`config.mk`:
```
export PLATFORM = sky130hd
export DESIGN_NAME = axil_regif
export DESIGN_NICKNAME = d
export VERILOG_FILES = /design/src/rtl/axil_pkg.sv /design/src/rtl/axil_regif_tmo.sv /design/src/rtl/axil_regif.sv
export SDC_FILE = /design/constraint.sdc
export NUM_CORES = 1
export LEC_CHECK = 0
export CAP_MARGIN = 20
export CORE_MARGIN = 2
export CORE_UTILIZATION = 43
export DETAILED_ROUTE_END_ITERATION = 7
export PLACE_DENSITY = 0.87
export SLEW_MARGIN = 30
export SYNTH_ARGS = -nofsm -noshare
export SYNTH_HDL_FRONTEND = slang
export SYNTH_HIERARCHICAL = 1
export SYNTH_SLANG_ARGS = --single-unit
```
`constraint.sdc`:
```
create_clock -name clk_i -period 1.9 [get_ports clk_i]
set_input_delay 0.38 -clock clk_i [delete_from_list [all_inputs] [get_ports clk_i]]
set_output_delay 0.38 -clock clk_i [all_outputs]
set_load 0.03 [all_outputs]
```
`src/rtl/axil_pkg.sv`:
```
// Shared AXI-Lite response codes and FSM state encodings for the reg-interface slave.
package axil_pkg;

  localparam logic [1:0] RESP_OKAY   = 2'b00;
  localparam logic [1:0] RESP_SLVERR = 2'b10;

  typedef enum logic [1:0] {
    W_IDLE = 2'd0,
    W_REQ  = 2'd1,
    W_RESP = 2'd2
  } wr_state_e;

  typedef enum logic [1:0] {
    R_IDLE = 2'd0,
    R_REQ  = 2'd1,
    R_RESP = 2'd2
  } rd_state_e;

endpackage

```
`src/rtl/axil_regif_tmo.sv`:
```
// Ack timeout counter for one channel: counts un-stalled request cycles and
// flags the cycle in which the TIMEOUT-th such cycle is reached.
module axil_regif_tmo #(
  parameter int unsigned TIMEOUT = 256
) (
  input  logic clk_i,
  input  logic arst_ni,
  input  logic clear_i,
  input  logic run_i,
  input  logic stall_i,
  output logic expired_o
);

  localparam int unsigned CW = (TIMEOUT > 0) ? $clog2(TIMEOUT + 1) : 1;

  logic [CW-1:0] cnt_q, cnt_d;

  always_comb begin
    cnt_d = cnt_q;
    if (clear_i) begin
      cnt_d = '0;
    end else if (run_i && !stall_i) begin
      cnt_d = cnt_q + 1'b1;
    end
  end

  always_ff @(posedge clk_i or negedge arst_ni) begin
    if (!arst_ni) begin
      cnt_q <= '0;
    end else begin
      cnt_q <= cnt_d;
    end
  end

  // Expiry is flagged during the counting cycle itself so the FSM leaves REQ
  // at the end of exactly the TIMEOUT-th un-stalled cycle.
  if (TIMEOUT == 0) begin : g_off
    assign expired_o = 1'b0;
  end else begin : g_on
    assign expired_o = run_i && !stall_i && (cnt_q == CW'(TIMEOUT - 1));
  end

endmodule

```
`src/rtl/axil_regif.sv`:
```
// AXI4-Lite slave that turns single read/write transactions into held reg-interface
// requests completed by ack, with a per-channel timeout answering SLVERR.
module axil_regif
  import axil_pkg::*;
#(
  parameter int unsigned DATA_WIDTH = 32,
  parameter int unsigned ADDR_WIDTH = 32,
  parameter int unsigned STRB_WIDTH = DATA_WIDTH / 8,
  parameter int unsigned TIMEOUT    = 256
) (
  input  logic                  clk_i,
  input  logic                  arst_ni,
  input  logic [ADDR_WIDTH-1:0] s_axil_awaddr,
  input  logic                  s_axil_awvalid,
  output logic                  s_axil_awready,
  input  logic [DATA_WIDTH-1:0] s_axil_wdata,
  input  logic [STRB_WIDTH-1:0] s_axil_wstrb,
  input  logic                  s_axil_wvalid,
  output logic                  s_axil_wready,
  output logic [1:0]            s_axil_bresp,
  output logic                  s_axil_bvalid,
  input  logic                  s_axil_bready,
  input  logic [ADDR_WIDTH-1:0] s_axil_araddr,
  input  logic                  s_axil_arvalid,
  output logic                  s_axil_arready,
  output logic [DATA_WIDTH-1:0] s_axil_rdata,
  output logic [1:0]            s_axil_rresp,
  output logic                  s_axil_rvalid,
  input  logic                  s_axil_rready,
  output logic [ADDR_WIDTH-1:0] reg_wr_addr,
  output logic [DATA_WIDTH-1:0] reg_wr_data,
  output logic [STRB_WIDTH-1:0] reg_wr_strb,
  output logic                  reg_wr_en,
  input  logic                  reg_wr_wait,
  input  logic                  reg_wr_ack,
  output logic [ADDR_WIDTH-1:0] reg_rd_addr,
  output logic                  reg_rd_en,
  input  logic [DATA_WIDTH-1:0] reg_rd_data,
  input  logic                  reg_rd_wait,
  input  logic                  reg_rd_ack
);

  wr_state_e             w_state_q, w_state_d;
  logic                  aw_full_q, aw_full_d, w_full_q, w_full_d;
  logic                  awready_q, awready_d, wready_q, wready_d;
  logic [ADDR_WIDTH-1:0] wr_addr_q, wr_addr_d;
  logic [DATA_WIDTH-1:0] wr_data_q, wr_data_d;
  logic [STRB_WIDTH-1:0] wr_strb_q, wr_strb_d;
  logic                  wr_en_q, wr_en_d;
  logic                  bvalid_q, bvalid_d;
  logic [1:0]            bresp_q, bresp_d;
  logic                  wr_expired;

  rd_state_e             r_state_q, r_state_d;
  logic                  arready_q, arready_d;
  logic [ADDR_WIDTH-1:0] rd_addr_q, rd_addr_d;
  logic                  rd_en_q, rd_en_d;
  logic                  rvalid_q, rvalid_d;
  logic [1:0]            rresp_q, rresp_d;
  logic [DATA_WIDTH-1:0] rdata_q, rdata_d;
  logic                  rd_expired;

  axil_regif_tmo #(.TIMEOUT(TIMEOUT)) u_wr_tmo (
    .clk_i     (clk_i),
    .arst_ni   (arst_ni),
    .clear_i   (w_state_q != W_REQ),
    .run_i     (w_state_q == W_REQ),
    .stall_i   (reg_wr_wait),
    .expired_o (wr_expired)
  );

  axil_regif_tmo #(.TIMEOUT(TIMEOUT)) u_rd_tmo (
    .clk_i     (clk_i),
    .arst_ni   (arst_ni),
    .clear_i   (r_state_q != R_REQ),
    .run_i     (r_state_q == R_REQ),
    .stall_i   (reg_rd_wait),
    .expired_o (rd_expired)
  );

  // The AW/W holders double as the reg_wr payload registers.
  always_comb begin
    // NOTE: every next-state signal gets its default before the case so no latch is inferred.
    w_state_d = w_state_q;
    aw_full_d = aw_full_q;
    w_full_d  = w_full_q;
    wr_addr_d = wr_addr_q;
    wr_data_d = wr_data_q;
    wr_strb_d = wr_strb_q;
    wr_en_d   = wr_en_q;
    bvalid_d  = bvalid_q;
    bresp_d   = bresp_q;
    unique case (w_state_q)
      W_IDLE: begin
        if (s_axil_awvalid && awready_q) begin
          aw_full_d = 1'b1;
          wr_addr_d = s_axil_awaddr;
        end
        if (s_axil_wvalid && wready_q) begin
          w_full_d  = 1'b1;
          wr_data_d = s_axil_wdata;
          wr_strb_d = s_axil_wstrb;
        end
        if (aw_full_q && w_full_q) begin
          w_state_d = W_REQ;
          wr_en_d   = 1'b1;
        end
      end
      W_REQ: begin
        if (reg_wr_ack || wr_expired) begin
          w_state_d = W_RESP;
          wr_en_d   = 1'b0;
          bvalid_d  = 1'b1;
          bresp_d   = reg_wr_ack ? RESP_OKAY : RESP_SLVERR;
          aw_full_d = 1'b0;
          w_full_d  = 1'b0;
        end
      end
      W_RESP: begin
        if (s_axil_bready) begin
          w_state_d = W_IDLE;
          bvalid_d  = 1'b0;
        end
      end
      default: w_state_d = W_IDLE;
    endcase
    awready_d = (w_state_d == W_IDLE) && !aw_full_d;
    wready_d  = (w_state_d == W_IDLE) && !w_full_d;
  end

  always_comb begin
    r_state_d = r_state_q;
    rd_addr_d = rd_addr_q;
    rd_en_d   = rd_en_q;
    rvalid_d  = rvalid_q;
    rresp_d   = rresp_q;
    rdata_d   = rdata_q;
    unique case (r_state_q)
      R_IDLE: begin
        if (s_axil_arvalid && arready_q) begin
          r_state_d = R_REQ;
          rd_addr_d = s_axil_araddr;
          rd_en_d   = 1'b1;
        end
      end
      R_REQ: begin
        if (reg_rd_ack || rd_expired) begin
          r_state_d = R_RESP;
          rd_en_d   = 1'b0;
          rvalid_d  = 1'b1;
          rresp_d   = reg_rd_ack ? RESP_OKAY : RESP_SLVERR;
          rdata_d   = reg_rd_ack ? reg_rd_data : '0;
        end
      end
      R_RESP: begin
        if (s_axil_rready) begin
          r_state_d = R_IDLE;
          rvalid_d  = 1'b0;
        end
      end
      default: r_state_d = R_IDLE;
    endcase
    arready_d = (r_state_d == R_IDLE);
  end

  always_ff @(posedge clk_i or negedge arst_ni) begin
    if (!arst_ni) begin
      w_state_q <= W_IDLE;
      aw_full_q <= 1'b0;
      w_full_q  <= 1'b0;
      awready_q <= 1'b0;
      wready_q  <= 1'b0;
      wr_addr_q <= '0;
      wr_data_q <= '0;
      wr_strb_q <= '0;
      wr_en_q   <= 1'b0;
      bvalid_q  <= 1'b0;
      bresp_q   <= RESP_OKAY;
      r_state_q <= R_IDLE;
      arready_q <= 1'b0;
      rd_addr_q <= '0;
      rd_en_q   <= 1'b0;
      rvalid_q  <= 1'b0;
      rresp_q   <= RESP_OKAY;
      rdata_q   <= '0;
    end else begin
      // NOTE: non-blocking assignments so every register updates from pre-edge values.
      w_state_q <= w_state_d;
      aw_full_q <= aw_full_d;
      w_full_q  <= w_full_d;
      awready_q <= awready_d;
      wready_q  <= wready_d;
      wr_addr_q <= wr_addr_d;
      wr_data_q <= wr_data_d;
      wr_strb_q <= wr_strb_d;
      wr_en_q   <= wr_en_d;
      bvalid_q  <= bvalid_d;
      bresp_q   <= bresp_d;
      r_state_q <= r_state_d;
      arready_q <= arready_d;
      rd_addr_q <= rd_addr_d;
      rd_en_q   <= rd_en_d;
      rvalid_q  <= rvalid_d;
      rresp_q   <= rresp_d;
      rdata_q   <= rdata_d;
    end
  end

  assign s_axil_awready = awready_q;
  assign s_axil_wready  = wready_q;
  assign s_axil_bvalid  = bvalid_q;
  assign s_axil_bresp   = bresp_q;
  assign s_axil_arready = arready_q;
  assign s_axil_rvalid  = rvalid_q;
  assign s_axil_rresp   = rresp_q;
  assign s_axil_rdata   = rdata_q;
  assign reg_wr_addr    = wr_addr_q;
  assign reg_wr_data    = wr_data_q;
  assign reg_wr_strb    = wr_strb_q;
  assign reg_wr_en      = wr_en_q;
  assign reg_rd_addr    = rd_addr_q;
  assign reg_rd_en      = rd_en_q;

endmodule

```
---- After elaboration in Yosys (flattened, before gate mapping) ----
Index checks and enable logic that the tools add are counted.
cells by class
  equality and inequality tests ........... 14
  reductions and logical operators ........ 35
  multiplexer cells ....................... 33
  $add $sub $neg .......................... 2
operator list
  cell                 count
  $mux 9               4
  $mux 32              1
  $add 9x1->9 const B  2
  $eq 9x8->1 const B   2
  $mux 2               8
  $mux 1               12
  $ne 2x2->1 const B   6
  $pmux 1 s2           6
  $pmux 2 s3           2
  $reduce_and 3->1     4
  $reduce_bool 2->1    6
  $logic_and 1x1->1    10
  $reduce_and 2->1     5
  $logic_not 2->1      4
  $eq 2x1->1 const B   2
  $eq 2x2->1 const B   2
  $logic_not 1->1      4
  $ne 2x1->1 const B   2
  $logic_or 1x1->1     2
word-level totals
  bits in registers ....................... 167
  input port bits ......................... 143
  output and inout bits ................... 143

---- Logic depth before layout (Yosys ltp) ----
  depth in word-level cells ............... 8
  mapped depth ............................ 8
  mapped depth without buffers ............ 8

---- Hierarchy ----
Netlist, hierarchy kept.
modules (own cells, without submodules)
  module          cells each  times used  area each (um2)
  axil_regif      342         1           5,720.5
  axil_regif_tmo  49          2           469.2

---- Least setup slack after synthesis ----
OpenSTA, ideal clock, no wires.
  path kind ............................... flip-flop to flip-flop
  from .................................... reg u_rd_tmo.cnt_q[0]
  to ...................................... reg r_state_q[1]
  path slack .............................. 151 ps
  setup time .............................. 130 ps
  required time ........................... 1,770 ps
  cell stages (with the launch flop) ...... 9
  arrival ................................. 1,619 ps
  buffers on the path ..................... 1
  clock period less this slack ............ 1,749 ps
  cell sequence ........................... dfrtp_1 -> ha_1 -> nand2_1 -> nor3_1 -> ha_1 -> and2_1 -> o21ai_2 -> buf_2 -> o21ai_0
between the ends
  longest elaborated chain between the ends .. 5
ends and longest elaborated chain
  item                    RTL line              text
  start, declared         axil_regif_tmo.sv:16  logic [CW-1:0] cnt_q, cnt_d;
  start signal, assigned  axil_regif_tmo.sv:31  cnt_q <= cnt_d;
  $eq 9x8->1              axil_regif_tmo.sv:40  assign expired_o = run_i && !stall_i && (cnt_q == CW'(TIMEOUT - 1));
  $logic_and 1x1->1       axil_regif_tmo.sv:40
  via rd_expired          axil_regif.sv:61      logic rd_expired;
  $logic_or 1x1->1        axil_regif.sv:147     if (reg_rd_ack || rd_expired) begin
  $mux 2                  axil_regif.sv:147
  $pmux 2 s3              axil_regif.sv:138     unique case (r_state_q)
  via r_state_d[1]        axil_regif.sv:54      rd_state_e r_state_q, r_state_d;
  end signal, assigned    axil_regif.sv:199     r_state_q <= r_state_d;
  end, declared           axil_regif.sv:54
The timed path passes the listed nets, and every way through them passes these cells.
A chain may end at the register's enable or synchronous reset.

---- Final worst setup path ----
  from .................................... reg wr_addr_q[5] (netlist: reg_wr_addr[5])
  to ...................................... out reg_wr_addr[5]
RTL lines
  item                    RTL line           text
  start, declared         axil_regif.sv:46   logic [ADDR_WIDTH-1:0] wr_addr_q, wr_addr_d;
  start signal, assigned  axil_regif.sv:193  wr_addr_q <= wr_addr_d;
  end, declared           axil_regif.sv:30   output logic [ADDR_WIDTH-1:0] reg_wr_addr,
No word-level cell between the ends.

==> flow_summary.toml <==
[grt]
grt_pass1_vias = 5216
grt_max_degree = 54
gr-total-overflow = 0
grtUsageTotal = 0.204
grt_pass1_wl_um = 26200
antenna_found_initial = 0

[worst_setup_path]
arrival_ps = 1490
r2r_cells = 8
reg2reg_slack_ps = 100
crit_path_start_kind = "register"
cp_top_family = "buffers and inverters"
crit_required_ps = 1520
critical-path-max-stage-delay_ps = 710
crit_type = "register to output port"
end_kind = "output port"
worst_path_max_delay_cell = "clkdlybuf4s50_1"
r2r-start = "u_rd_tmo/cnt_q[1]$_DFFE_PN0P_"
path_depth = 1
cp_num_buf_inv = 1
cp_max_fo = 2
reg2reg_to = "s_axil_rdata[31]$_DFFE_PN0P_"
crit_chain = "clkdlybuf4s50_1"

[yosys]
synthCells = 440
ys_warn_count = 6
ys_top_cells_by_area = "dfrtp_1, mux2_4, mux2_2"
synth-seq-area-share = 0.620
synth-compound-area-share = 0.0750
ys.flop_type = "dfrtp_1"
ys_async_sr_fraction = 1.00
syn-mean-instance-area_um2 = 15.1
synth-seq-cells = 165
synthAdderAreaFrac = 0.00752
synth_edf_count = 0
syn_area_um2 = 6660
synth_xor_area_frac = 0.00526
synthMuxAreaShare = 0.198
synth_simple_gate_area_share = 0.0520
synth_area_leader_cell = "dfrtp_1"
synth_top_area_frac = 0.620
synth_top_family_by_area = "multiplexers"
synthDistinctLibCells = 45

[timing]
final_hold_viol_count = 0
finalSetupTns_ps = 0
rsz0062_at_grt = "no"
layout_min_cycle_time_ps = 1870
finalCritPeriodShare = 0.984
finalMaxSlewViolations = 0
maxClockFrequency_ghz = 0.535
setup_viol = 0
skew_ps = 6.98

[power]
vdd_drop_max_mv = 0.885
total_power_w = 0.0193
power.density_nw_per_um2 = 1850
p_leak_nw = 4.47

[floorplanning]
ioPinCount = 286
die_w_um = 128
coreArea_um2 = 15100
row_count = 45
start_util = 0.440
die-area_um2 = 16500
die_h_um = 128

[routing]
vias = 4745
ant_nets = 0
dr.first_iter.drc_count = 209
routedWlPerCell_um = 17.9
firstDrtPassIters = 4
via_per_inst = 5.02
drc = 0
finalWirelength_um = 16900

[placed_design]
port_buffers = 283
placed_area_um2 = 9760
dp_hpwl_um = 12600
globalplace.congestion = 0.771

[clock_tree]
clk_path_buf_depth = 2
cts_tree = "done"
clk_latency_ps = 420
cts.sinks = 165
clk_pin_slew_ps = 70
numCtsBuffers = 17
h-tree-depth = 4
clock-root-buffer = "clkbuf_16"

[cells_and_area]
stdcell_area_um2 = 10400
final_common_cell = "clkdlybuf4s50_1"
antennaDiodeCount = 0
synthToLayoutAreaGrowth_pct = 56.6
final_cell_mix = "clkdlybuf4s50_1, dfrtp_1, mux2_2"
drive_above_1_share = 0.219
nNetsFinal = 891

[min_path]
worstHoldPathType = "input pin to async pin"

[job]
cap_violations = 0

[status]
status = "finished clean"
[cell usage after synthesis (all sizes together), types with 3 or more instances]
cell,n
nand3b,3
xnor2,4
dfrtp,165
mux2,100
nor2b,3
a21oi,14
o21ai,13
ha,4
and2,3
nand2,12
nor3,4
a22o,32
inv,11
or3,6
nand2b,3
buf,24
o21a,3
nor2,12
[metrics by stage]
stage	hold slack, ps	std cells	setup slack (ps)	utilization
floorplan	84.4	441	151	-
global placement	317	910	68.5	0.644
detailed placement	319	910	16.4	0.644
CTS	454	943	5.01	0.686
global route	471	945	0.784	0.689
finish	458	945	30.0	0.689
[how the worst max path moves through the flow]
stage	start	endpoint	slack (ps)
after floorplan	u_rd_tmo/cnt_q[0]$_DFFE_PN0P_	r_state_q[1]$_DFF_PN0_	150
after global placement	s_axil_arvalid	reg_rd_addr[15]$_DFFE_PN0P_	70
after detailed placement	reg_rd_wait	u_rd_tmo/cnt_q[5]$_DFFE_PN0P_	20
after CTS	u_rd_tmo/cnt_q[0]$_DFFE_PN0P_	s_axil_rdata[31]$_DFFE_PN0P_	5
after global routing	s_axil_rdata[25]$_DFFE_PN0P_	s_axil_rdata[25]	0.8
final	reg_wr_addr[5]$_DFFE_PN0P_	reg_wr_addr[5]	30
[sequential cells by signal, summed over array words and instances, names as in the netlist, 2 cells and up]
name            count
r_state_q           2
reg_rd_addr        32
reg_wr_addr        32
reg_wr_data        32
reg_wr_strb         4
s_axil_rdata       32
u_rd_tmo/cnt_q      9
u_wr_tmo/cnt_q      9
w_state_q           2
[power breakdown]
part	total (W)	internal, W	switching (W)
Sequential	0.00600	0.00509	0.000914
Combinational	0.00967	0.00471	0.00497
Clock	0.00361	0.00214	0.00147
[routing by layer]
metal | vias up | track usage | wire [um]
li1 | 2180 | - | -
met1 | 2339 | 0.234 | 6590
met2 | 196 | 0.374 | 8880
met3 | 30 | 0.0495 | 1080
met4 | 0 | 0.0718 | 374
met5 | - | 0 | 0
[cells by family after synthesis]
kind of cell / Yosys count
AOI/OAI and AO/OA: 69
xor gates and xnor gates: 4
adders and majority gates: 4
buffers and inverters: 36
DFF: 165
muxes: 102
other: 1
and+or+nand+nor: 59
[layout make-up]
class / instances / area (um2)
Multi-Input combinational cell: 240 / 2270
Clock inverter: 14 / 186
Timing Repair Buffer: 309 / 3130
Inverter: 11 / 41.3
Clock buffer: 18 / 439
Tap cell: 188 / 235
Sequential cell: 165 / 4130
Fill cell: 1016 / 4720
[repair_timing]
action / 4_1_cts / 5_1_grt
pin swaps: 0 / 0
hold endpoints to repair: 34 / 0
hold buffers: 1 / 0
buffers inserted: 0 / 2
setup endpoints to repair: 2 / 38
gates resized for setup: 2 / 8
Power figures use the tool's default switching activity.
